[src/rtl/mips_bus_pkg.sv]
// Shared types and defaults for the instruction/data memory bus arbiter.
// The FSM state, grant owner and default abort threshold live here.
package mips_bus_pkg;

    typedef enum logic [1:0] {
        IDLE  = 2'd0,
        INSTR = 2'd1,
        DATA  = 2'd2,
        RESP  = 2'd3
    } bus_state_t;

    typedef enum logic {
        GRANT_INSTR = 1'b0,
        GRANT_DATA  = 1'b1
    } grant_t;

    localparam int unsigned DEFAULT_TIMEOUT_CYCLES = 255;

endpackage

[src/rtl/mem_bus_arbiter.sv]
// Round-robin arbiter muxing instruction fetch and load/store onto one memory port.
// Latency: grant 1 cycle, strobes until waitrequest drops, ready pulse 1 cycle later; requesters hold until ready.
module mem_bus_arbiter
    import mips_bus_pkg::*;
#(
    parameter int unsigned TIMEOUT_CYCLES = DEFAULT_TIMEOUT_CYCLES
) (
    input  logic        clk,
    input  logic        reset,
    input  logic        instr_req,
    input  logic [31:0] instr_addr,
    output logic        instr_ready,
    output logic [31:0] instr_rdata,
    input  logic        data_read,
    input  logic        data_write,
    input  logic [31:0] data_addr,
    input  logic [31:0] data_writedata,
    input  logic [3:0]  data_byteenable,
    output logic        data_ready,
    output logic [31:0] data_rdata,
    output logic [31:0] mem_address,
    output logic        mem_read,
    output logic        mem_write,
    output logic [31:0] mem_writedata,
    output logic [3:0]  mem_byteenable,
    input  logic        mem_waitrequest,
    input  logic [31:0] mem_readdata,
    output logic        stall,
    output logic        bus_error
);

    // Abort fires on the wait edge that brings the count to TIMEOUT_CYCLES.
    localparam logic [31:0] LP_LAST_WAIT =
        (TIMEOUT_CYCLES == 0) ? 32'd0 : 32'(TIMEOUT_CYCLES - 1);

    bus_state_t  r_state;
    bus_state_t  w_state_nxt;
    grant_t      r_last_grant;
    grant_t      w_grant;
    logic        w_grant_en;
    logic        w_done;
    logic        w_timeout;
    logic        w_data_pend;

    logic [31:0] r_addr;
    logic [31:0] r_wdata;
    logic [3:0]  r_be;
    logic        r_is_write;
    logic [31:0] r_wait_cnt;
    logic [31:0] r_instr_rdata;
    logic [31:0] r_data_rdata;
    logic        r_bus_error;

    assign w_data_pend = data_read | data_write;

    always_comb begin
        w_state_nxt    = r_state;
        w_grant        = r_last_grant;
        w_grant_en     = 1'b0;
        w_done         = 1'b0;
        w_timeout      = 1'b0;
        mem_read       = 1'b0;
        mem_write      = 1'b0;
        instr_ready    = 1'b0;
        data_ready     = 1'b0;

        case (r_state)
            IDLE: begin
                if (instr_req && w_data_pend) begin
                    w_grant    = (r_last_grant == GRANT_INSTR) ? GRANT_DATA : GRANT_INSTR;
                    w_grant_en = 1'b1;
                end else if (instr_req) begin
                    w_grant    = GRANT_INSTR;
                    w_grant_en = 1'b1;
                end else if (w_data_pend) begin
                    w_grant    = GRANT_DATA;
                    w_grant_en = 1'b1;
                end
                if (w_grant_en) begin
                    w_state_nxt = (w_grant == GRANT_DATA) ? DATA : INSTR;
                end
            end
            INSTR, DATA: begin
                mem_read  = (r_state == INSTR) || !r_is_write;
                mem_write = (r_state == DATA) && r_is_write;
                if (!mem_waitrequest) begin
                    w_done      = 1'b1;
                    w_state_nxt = RESP;
                end else if (r_wait_cnt >= LP_LAST_WAIT) begin
                    w_timeout   = 1'b1;
                    w_state_nxt = RESP;
                end
            end
            RESP: begin
                // The owner of the finished access is always the last grant.
                instr_ready = (r_last_grant == GRANT_INSTR);
                data_ready  = (r_last_grant == GRANT_DATA);
                w_state_nxt = IDLE;
            end
            default: w_state_nxt = IDLE;
        endcase
    end

    always_ff @(posedge clk or negedge reset) begin
        if (!reset) begin
            r_state       <= IDLE;
            r_last_grant  <= GRANT_INSTR;
            r_addr        <= 32'h0;
            r_wdata       <= 32'h0;
            r_be          <= 4'h0;
            r_is_write    <= 1'b0;
            r_wait_cnt    <= 32'h0;
            r_instr_rdata <= 32'h0;
            r_data_rdata  <= 32'h0;
            r_bus_error   <= 1'b0;
        end else begin
            r_state <= w_state_nxt;

            if (w_grant_en) begin
                r_last_grant <= w_grant;
                if (w_grant == GRANT_DATA) begin
                    r_addr     <= data_addr;
                    r_wdata    <= data_writedata;
                    r_be       <= data_byteenable;
                    r_is_write <= data_write;
                    if (data_read && data_write) begin
                        r_bus_error <= 1'b1;
                    end
                end else begin
                    r_addr     <= instr_addr;
                    r_wdata    <= 32'h0;
                    r_be       <= 4'hF;
                    r_is_write <= 1'b0;
                end
            end

            if ((r_state == INSTR || r_state == DATA) && mem_waitrequest && !w_timeout) begin
                r_wait_cnt <= r_wait_cnt + 32'd1;
            end else begin
                r_wait_cnt <= 32'h0;
            end

            // Stores never touch the load data register, even on abort.
            if (w_done || w_timeout) begin
                if (r_state == INSTR) begin
                    r_instr_rdata <= w_done ? mem_readdata : 32'h0;
                end else if (!r_is_write) begin
                    r_data_rdata <= w_done ? mem_readdata : 32'h0;
                end
            end

            if (w_timeout) begin
                r_bus_error <= 1'b1;
            end
        end
    end

    assign mem_address    = r_addr;
    assign mem_writedata  = r_wdata;
    assign mem_byteenable = r_be;
    assign instr_rdata    = r_instr_rdata;
    assign data_rdata     = r_data_rdata;
    assign bus_error      = r_bus_error;
    assign stall          = (instr_req && !instr_ready) || (w_data_pend && !data_ready);

endmodule
[config.mk]
export PLATFORM = sky130hd
export DESIGN_NAME = mem_bus_arbiter
export DESIGN_NICKNAME = d
export VERILOG_FILES = /design/src/rtl/mips_bus_pkg.sv /design/src/rtl/mem_bus_arbiter.sv
export SDC_FILE = /design/constraint.sdc
export NUM_CORES = 1
export LEC_CHECK = 0
export CORE_MARGIN = 5
export CORE_UTILIZATION = 39
export CTS_CLUSTER_DIAMETER = 40
export DETAILED_ROUTE_END_ITERATION = 7
export PLACE_DENSITY = 0.76
export SKIP_LAST_GASP = 1
export SLEW_MARGIN = 20
export SYNTH_ARGS = -nofsm -noshare
export SYNTH_HDL_FRONTEND = slang
export SYNTH_SLANG_ARGS = --single-unit
[constraint.sdc]
create_clock -name clk -period 1.8 [get_ports clk]
set_input_delay 0.36 -clock clk [delete_from_list [all_inputs] [get_ports clk]]
set_output_delay 0.36 -clock clk [all_outputs]
set_load 0.02 [all_outputs]
==> flow_summary_export.csv <==
group,metric,value,unit
power_and_ir_drop,leakage,0.00548,µW
floorplan,dieHeight,141,µm
power_and_ir_drop,clkPwrFrac,18.6,%
synthesis,yosys.cell_types.count,40,
finish,area_growth,64.4,%
finish,layout-drive-gt1-share,12.4,%
grt,grt_use_total,19.5,%
timing,setup_violations,3,
timing,grt_setup_unrepaired,"true",
cts,cts_tree,"yes",
synthesis,yosysTopAreaCell,"dfrtp_1",
floorplan,rows,47,
timing,fin_crit,1.94,ns
detailed_routing,ant_nets,0,
grt,antenna_found_initial,0,
status,violations,"setup timing",
grt,grt_pass1_wl,30400,µm
timing,tns,-0.312,ns
setup_path,cp_data_arrival_time,1.58,ns
cts,cts_root_buf,"clkbuf_16",
floorplan,coreArea,16600,µm²
grt,use_met1,24.2,%
power_and_ir_drop,seqPwrFrac,30.3,%
detailed_routing,drt-wirelength-per-cell,18.1,µm
detailed_routing,remaining_drc_errors,0,
grt,grt_max_degree,49,
grt,grt_pass1_vias,5453,
placement,gp_congestion,0.811,
placement,place_area,9990,µm²
cts,cts_buffers,17,
timing,finalClockSkew,0.00653,ns
power_and_ir_drop,intPower,11700,µW
synthesis,synth.ff_latch_count,169,
power_and_ir_drop,p_per_area,1730,nW/µm²
timing,fin_ws,-0.140,ns
cts,clock-sinks,169,
timing,fmaxAchievable,515,MHz
synthesis,netlist_instances,561,
timing,period_share,108,%
floorplan,num_io_pins,276,
finish,final_area,10900,µm²
status,outcome,"finished, violations left",
grt,grt_overflow,0,
grt,use_met3,5.18,%
power_and_ir_drop,p_sw_share,37.8,%
floorplan,die-area,19800,µm²
detailed_routing,vias,5429,
floorplan,start_util,39.9,%
placement,dp_hpwl,14600,µm
setup_path,crit_type,"reg -> out",
synthesis,avgSynthCellArea,11.8,µm²
detailed_routing,drt_pass1_iterations,4,
synthesis,synth_top_area_share,63.6,%
synthesis,ys_seq_area_share,63.6,%
synthesis,synthesis.area,6650,µm²
cts,clk_pin_slew,0.06,ns
placement,dpl_worst_slack,-0.234,ns
power_and_ir_drop,vdd_drop_max,0.000887,V
placement,place.port_buffers,275,
grt,grt_most_used_layer,"met2",
grt,met2_usage,32.7,%
detailed_routing,drt_iter0_drc,307,
setup_path,reg2reg_from,"r_wait_cnt[25]",
cts,clockBufferDepth,2,
finish,diodes,0,
timing,hold_viol,0,
timing,slew_violations,0,
setup_path,r2r-end,"instr_rdata[24]",
detailed_routing,wirelength,20300,µm
synthesis,yosys_warnings,0,
synthesis,synth_area_leaders,"dfrtp_1, a22o_1, nand2_1",
finish,nets,1034,
detailed_routing,viasPerCell,4.83,
power_and_ir_drop,p_sw,7130,µW
cts,insertion_delay,0.42,ns
job,drv_cap,0,
cts,htree_levels,4,
power_and_ir_drop,combPwrFrac,51.0,%
setup_path,required,1.44,ns
worst_hold_path,hp-class,"in -> async",
setup_path,crit_fanout,3,
setup_path,worst_setup_path_start_kind,"register",
setup_path,endpoint_kind,"output port",
setup_path,reg2reg_depth,6,
setup_path,rrSetupSlack,0.01,ns
floorplan,chipWidth,141,µm
-- through the flow --
stage	total power (µW)	cells	utilization (%)	hold WS (ns)
6_report	18900	1123	65.7	0.421
5_1_grt	19900	1123	65.7	0.439
4_1_cts	18700	1117	64.0	0.415
3_5_place_dp	14900	1080	60.0	0.303
3_3_place_gp	14700	1080	60.0	0.306
2_1_floorplan	10600	583	-	0.0644
-- synth_stat cells --
library cell	count
o31ai_1	1
nand3b_1	1
nor3_1	1
o211ai_1	1
a21boi_0	2
ha_1	6
xor2_1	6
a22o_2	8
a22o_1	56
o21ai_0	66
a41oi_1	1
a211oi_1	1
nor2_4	1
nand4_1	3
and4_1	2
buf_4	2
nor4_1	4
a21oi_1	8
clkbuf_1	17
mux2i_1	32
buf_6	7
xnor2_1	1
buf_1	4
nand2_1	106
nor2b_1	2
dfrtp_1	169
o2111ai_2	1
dlygate4sd1_1	2
conb_1	1
buf_2	4
nand4_4	1
nor2_1	22
inv_1	8
and2_1	2
nand3_4	2
and3_1	2
nand2b_1	1
or4_4	2
nand3_1	4
o21a_1	1
-- power groups by stage --
stage | combinational [µW] | sequential (µW) | clock [µW]
4_1_cts | 9320 | 5730 | 3610
6_report | 9620 | 5720 | 3520
3_3_place_gp | 8950 | 5740 | 0
3_5_place_dp | 9120 | 5780 | 0
5_1_grt | 10300 | 5880 | 3760
2_1_floorplan | 3480 | 7120 | 0
-- placed cells by master, fill, tap and decap left out, types with 2 or more instances in the layout --
cell type / synthesis / layout
nor2_2: 0 / 2
clkinvlp_4: 0 / 2
ha_1: 6 / 2
conb_1: 1 / 23
a22o_1: 56 / 56
clkdlybuf4s50_1: 0 / 212
and3_1: 2 / 2
clkinv_4: 0 / 4
mux2i_1: 32 / 32
buf_12: 0 / 12
dlygate4sd2_1: 0 / 7
inv_1: 8 / 8
or4_4: 2 / 2
ha_2: 0 / 3
dlymetal6s2s_1: 0 / 50
o21ai_1: 0 / 3
nand3_4: 2 / 2
clkbuf_16: 0 / 20
inv_6: 0 / 3
buf_4: 2 / 31
nor4_1: 4 / 4
nor2_1: 22 / 20
a22o_2: 8 / 3
nand3_1: 4 / 4
dfrtp_1: 169 / 169
clkbuf_8: 0 / 2
buf_6: 7 / 7
o21ai_0: 66 / 63
nand4_1: 3 / 3
xor2_1: 6 / 6
clkinv_2: 0 / 2
a21oi_1: 8 / 8
a22o_4: 0 / 5
nand2_1: 106 / 106
and2_1: 2 / 2
and4_1: 2 / 2
-- sequential cells by signal, indices dropped and copies added (netlist names) --
signal and cells:
instr_rdata 32, r_last_grant 1, r_state 2, mem_writedata 32
r_wait_cnt 32, r_is_write 1, bus_error 1, mem_byteenable 4
mem_address 32, data_rdata 32
-- worst max path at each step --
stage,cells past startpoint,end,start,slack [ns]
after floorplan,9,mem_address[26],r_state[1],0.03
after global placement,6,mem_address[28],data_read,-0.12
after detailed placement,6,mem_address[30],data_read,-0.23
after CTS,5,stall,r_state[1],-0.17
after global routing,5,stall,r_state[0],-0.21
final,5,stall,r_state[0],-0.14
-- what timing repair did --
item / CTS / global route
setup buffers: 4 / 2
resized for setup: 22 / 64
setup endpoints to repair: 13 / 152
hold buffers: 1 / 0
pin swaps: 2 / 23
gates cloned: 0 / 4
endpoints found under the hold margin: 34 / 0
-- worst max-delay path: stages, from the launching register on --
cell,delay [ns]
dfrtp_1,0.40
ha_2,0.20
nor2b_4,0.13
o21ai_1,0.11
a21boi_2,0.18
buf_6,0.14
-- cells by family (layout without fill, tap and decap cells) --
group                    Yosys count  count (layout)  share of synthesized area (%)
AO/OA/AOI/OAI                    146             146                           15.2
AND/OR/NAND/NOR                  156             156                           10.7
flip-flops                       169             169                           63.6
multiplexers                      32              32                           4.82
XOR/XNOR                           7               7                          0.922
adder cells (fa/ha/maj)            6               6                           1.13
other                              1              23                         0.0564
buffers and inverters             44             364                           3.61
-- final cells by class --
type / instances / area, µm²
Timing Repair Buffer: 324 / 3450
Clock inverter: 12 / 116
Multi-Input combinational cell: 370 / 2370
Inverter: 8 / 30.0
Clock buffer: 20 / 457
Tap cell: 220 / 275
Sequential cell: 169 / 4230
Fill cell: 1296 / 5720
-- routing by layer --
layer / part of all wire [%] / routed length [µm]
met1: 41 / 8290
met2: 50 / 10200
met3: 6.6 / 1350
met4: 2.6 / 519
met5: 0 / 0
No activity file was read; power rests on OpenSTA's default activity.
==> variant 1, RTL diff (same settings) <==
The 4 states of `bus_state_t` get a one-hot encoding in 4 bits.
--- a/src/rtl/mips_bus_pkg.sv
+++ b/src/rtl/mips_bus_pkg.sv
@@ -3,9 +3,9 @@
 package mips_bus_pkg;
 
-    typedef enum logic [1:0] {
-        IDLE  = 2'd0,
-        INSTR = 2'd1,
-        DATA  = 2'd2,
-        RESP  = 2'd3
+    typedef enum logic [3:0] {
+        IDLE  = 4'b0001,
+        INSTR = 4'b0010,
+        DATA  = 4'b0100,
+        RESP  = 4'b1000
     } bus_state_t;
 
Formal check against the unedited RTL: same outputs for any inputs over 4 cycles, from zero or initial values and one cycle with reset low; so few cycles prove little.
==> variant 1 against the original RTL <==
- the flow still finishes with violations (negative setup slack)
- via count up 13%
- hold slack better by 0.016 ns
- setup slack worse by 0.29 ns
- total power up 18%
- cell area up 6.4%
- register-to-register slack worse by 0.40 ns
- sequential cell count up 2
- routed wire length up 35%
- synthesized area down 5.2%
- critical path type unchanged
==> variant 1: results (changes against the original RTL) <==
metric;value;unit;change
status;finished with violations;;
violations;negative setup slack;;
synth_cell_type_count;39;;-2.5%
power.internal;13.52;mW;+15%
signal_buffers;363;;+12%
reg2reg_slack;-0.39;ns;-0.40 ns
layout.nonclk_buf_frac;0.3518;;+0.03603
grt_pass1_vias;6196;;+14%
critPathMaxStageDelay;0.46;ns;+0.06 ns
clock_area_frac;0.04929;;-0.003150
fin_setup_tns;-25.77;ns;-25.46 ns
wl_met3;2470;microns;+84%
post_drt_wl_per_cell;25.26;microns;+40%
multi_input_area;0.002392;sq mm;+1.0%
grt_pass1_wl;34510;microns;+14%
n_tap_cell;216;;-1.8%
synth.area.mux_share;0;;-0.04818
cp.arrival;1.87;ns;+0.29 ns
place_area;0.009679;sq mm;-3.1%
p_leak;5.924;nW;+8.1%
use_met2;0.4188;;+0.09143
synth_area_leaders;dfrtp_1, a22o_1, nor2_1;;
setup_slack;-0.4267;ns;-0.2862 ns
powerComb;12.3;mW;+28%
cts_resized;95;;+330%
nClkBuffers;19;;-5.0%
routabilityCongestion;0.8786;;+8.3%
timing.rr.end;mem_writedata[2];;
grt_start_max_net_pins;51;;+4.1%
synth_fa_ha_area_frac;0.003970;;-0.007323
nFillCells;913;;-30%
cpLargestDelayFamily;simple AND/OR/NAND/NOR gates;;
p_total;22.26;mW;+18%
r2r.worst_path.cells;10;;+4
setup_viol;111;;+108
nMultiInputCombCells;302;;-18%
final_nets;999;;-3.4%
cts_post_setup_buffers_inserted;21;;+17
detail_route.vias_per_cell;5.615;;+16%
dr_wl_met2;13910;microns;+37%
ys_top_cells_by_count;dfrtp_1, a22o_1, nor2_1;;
num-nonclk-inverters;4;;-4
hpwlAfterDp;14200;microns;-2.6%
clock_skew;0.01356;ns;+0.007029 ns
dpl_worst_slack;-0.2306;ns;+0.003464 ns
drive_gt1_frac;0.2248;;+0.1007
critPathLaunch;r_state[3];;
dr.pass1.iters;7;;+3
## variant 1: cell count changes in the layout (fill, tap and decap cells not counted), sizes merged, moves of 4 or more
| cell | unedited run | this run |
|---|---|---|
| nor2 | 23 | 79 |
| a22o | 64 | 96 |
| buf | 51 | 88 |
| mux2i | 32 | 0 |
| o22a | 0 | 4 |
| o22ai | 0 | 32 |
| clkdlybuf4s50 | 212 | 178 |
| o21ai | 66 | 4 |
| dlygate4sd2 | 7 | 20 |
| nand2 | 106 | 7 |
| ha | 6 | 2 |
| a21oi | 8 | 4 |
| dlymetal6s2s | 50 | 71 |
## variant 1: worst min-delay path by stage
stage	to	slack, ns	cells past startpoint
after detailed placement	data_rdata[27]	0.33	1
after global routing	data_rdata[27]	0.46	2
final	data_rdata[23]	0.44	2
after floorplan	bus_error	0.06	0
after global placement	data_rdata[23]	0.32	1
after CTS	data_rdata[27]	0.44	2
==> variant 2, RTL diff (same flow settings) <==
Without the edit above. `DEFAULT_TIMEOUT_CYCLES`: 255 -> 128.
--- a/src/rtl/mips_bus_pkg.sv
+++ b/src/rtl/mips_bus_pkg.sv
@@ -15,5 +15,5 @@
     } grant_t;
 
-    localparam int unsigned DEFAULT_TIMEOUT_CYCLES = 255;
+    localparam int unsigned DEFAULT_TIMEOUT_CYCLES = 128;
 
 endpackage
Check against the original RTL: same outputs for any inputs over 4 cycles, from zero or initial values and one cycle with reset low; that may be too few to reach the edited logic, so the function may still have changed.
==> variant 2 against the original RTL <==
- synthesized area down 1.8%
- setup slack gained 0.0079 ns
- critical endpoint is now mem_read
- clock skew up 0.0014 ns
- sequential cell count did not move
- cell area shrank 0.48%
- routed wire length is 4.3% higher
- the run still ends with negative setup slack left
- clock power is 4% higher
- critical path depth unchanged
- total power up 9.5%
- highest routed layer unchanged
- synthesized cell count fell by 14%
==> variant 2: results (changes against the original RTL) <==
metric;value;unit;change
clock_area_frac;0.05477;;+0.002324
top_layer;met4;;
place_area;0.009829;sq mm;-1.6%
timing.rr.end;data_rdata[17];;
synth_area_leaders;dfrtp_1, a22o_1, mux2i_1;;
drive_gt1_frac;0.1465;;+0.02246
reg2reg_from;r_state[1];;
synth_area_per_cell;13.51;sq um;+14%
clock_skew;0.007950;ns;+0.001416 ns
hold_ws;0.4379;ns;+0.01732 ns
synth_cell_type_count;42;;+5.0%
routabilityCongestion;0.8467;;+4.4%
status;finished with violations;;
wl;21220;microns;+4.3%
dr_wl_met2;11210;microns;+10%
setup_viol;119;;+116
nMultiInputCombCells;299;;-19%
stdcell_area;0.01087;sq mm;-0.48%
htreeDepth;4;;unchanged
dpl_worst_slack;-0.3590;ns;-0.1249 ns
wl_met1;8176;microns;-1.4%
num-nonclk-inverters;5;;-3
layout.nonclk_buf_frac;0.3096;;-0.006184
stdcell_count;1046;;-6.9%
clockRootBuffer;clkbuf_16;;
vdd_drop_max;0.8648;mV;-2.5%
reg2reg_slack;-0.09;ns;-0.10 ns
grt_start_max_net_pins;72;;+47%
syn-cell-area;0.006525;sq mm;-1.8%
clk_latency;0.42;ns;about the same
grt_pass1_vias;5719;;+4.9%
final_nets;958;;-7.4%
ys_seq_area_frac;0.6481;;+0.01195
signal_buffers;323;;-0.31%
violations;negative setup slack;;
nFillCells;1153;;-11%
grt_use_total;0.2090;;+0.01376
multi_input_area;0.002381;sq mm;+0.53%
grt_pass1_wl;32150;microns;+5.7%
setup_slack;-0.1326;ns;+0.007853 ns
r2r.worst_path.cells;8;;+2
numClockSinks;169;;unchanged
sw_frac_of_total;0.3702;;-0.007994
nClkBuffers;21;;+5.0%
vias;5289;;-2.6%
p_leak;4.812;nW;-12%
hp-class;in -> async;;
yosys_warnings;0;;unchanged
cp_max_fo;4;;+1
critPathMaxStageDelay;0.38;ns;-0.02 ns
slowest_stage;dfrtp_1;;
antenna_found_initial;0;;unchanged
fin_setup_tns;-4.584;ns;-4.273 ns
wl_met3;1035;microns;-23%
hpwlAfterDp;14420;microns;-1.1%
drtIter0Drc;269;;-12%
ys_top_cells_by_count;dfrtp_1, a22o_1, nand2_1;;
==> variant 2: worst reg2reg max path, stage by stage, from the launching register on <==
cell and delay (ns):
dfrtp_1 0.38, buf_6 0.14, inv_6 0.04, ha_4 0.27, buf_4 0.13, nor3b_4 0.27, o41ai_4 0.14, buf_12 0.19
a22o_1 0.22
==> variant 2: power groups by stage <==
stage / logic (mW) / registers [mW] / clock network, mW
after floorplan: 3.49 / 7.70 / 0
after global placement: 9.40 / 6.05 / 0
after detailed placement: 9.64 / 6.11 / 0
after CTS: 10.3 / 6.09 / 3.73
after global routing: 11.5 / 6.26 / 3.90
final: 10.9 / 6.10 / 3.65
==> variant 2: timing repair <==
item,4_1_cts,5_1_grt
endpoints found under the setup margin,135,184
pin swaps,5,9
hold endpoints to repair,42,0
cloned,3,3
hold buffers,1,0
gates resized for setup,32,53
setup buffers,2,9
==> variant 2: layer usage <==
metal,global-route usage,vias to the layer above
met3,0.04117,50
met5,0,-
li1,-,2412
met2,0.3690,197
met4,0.09784,0
met1,0.2450,2630
==> variant 2: worst max-delay path by stage <==
stage                                end  depth (start not counted)        from  slack (ns)
after floorplan           data_rdata[10]                          7  r_state[1]       -0.08
final                           mem_read                          5  r_state[1]       -0.13
after global placement             stall                          6  data_write       -0.38
after detailed placement           stall                          6  data_write       -0.36
after CTS                    instr_ready                          4  r_state[0]       -0.12
after global routing            mem_read                          5  r_state[1]       -0.18
==> variant 2: cells by family after synthesis <==
kind of cell             share of synthesized area
flip-flops                                  0.6481
adder cells (fa/ha/maj)                   0.009588
other                                    0.0005747
AO/OA/AOI/OAI                               0.1820
multiplexers                               0.04909
AND/OR/NAND/NOR                            0.07152
XOR/XNOR                                  0.008055
buffers and inverters                      0.03106
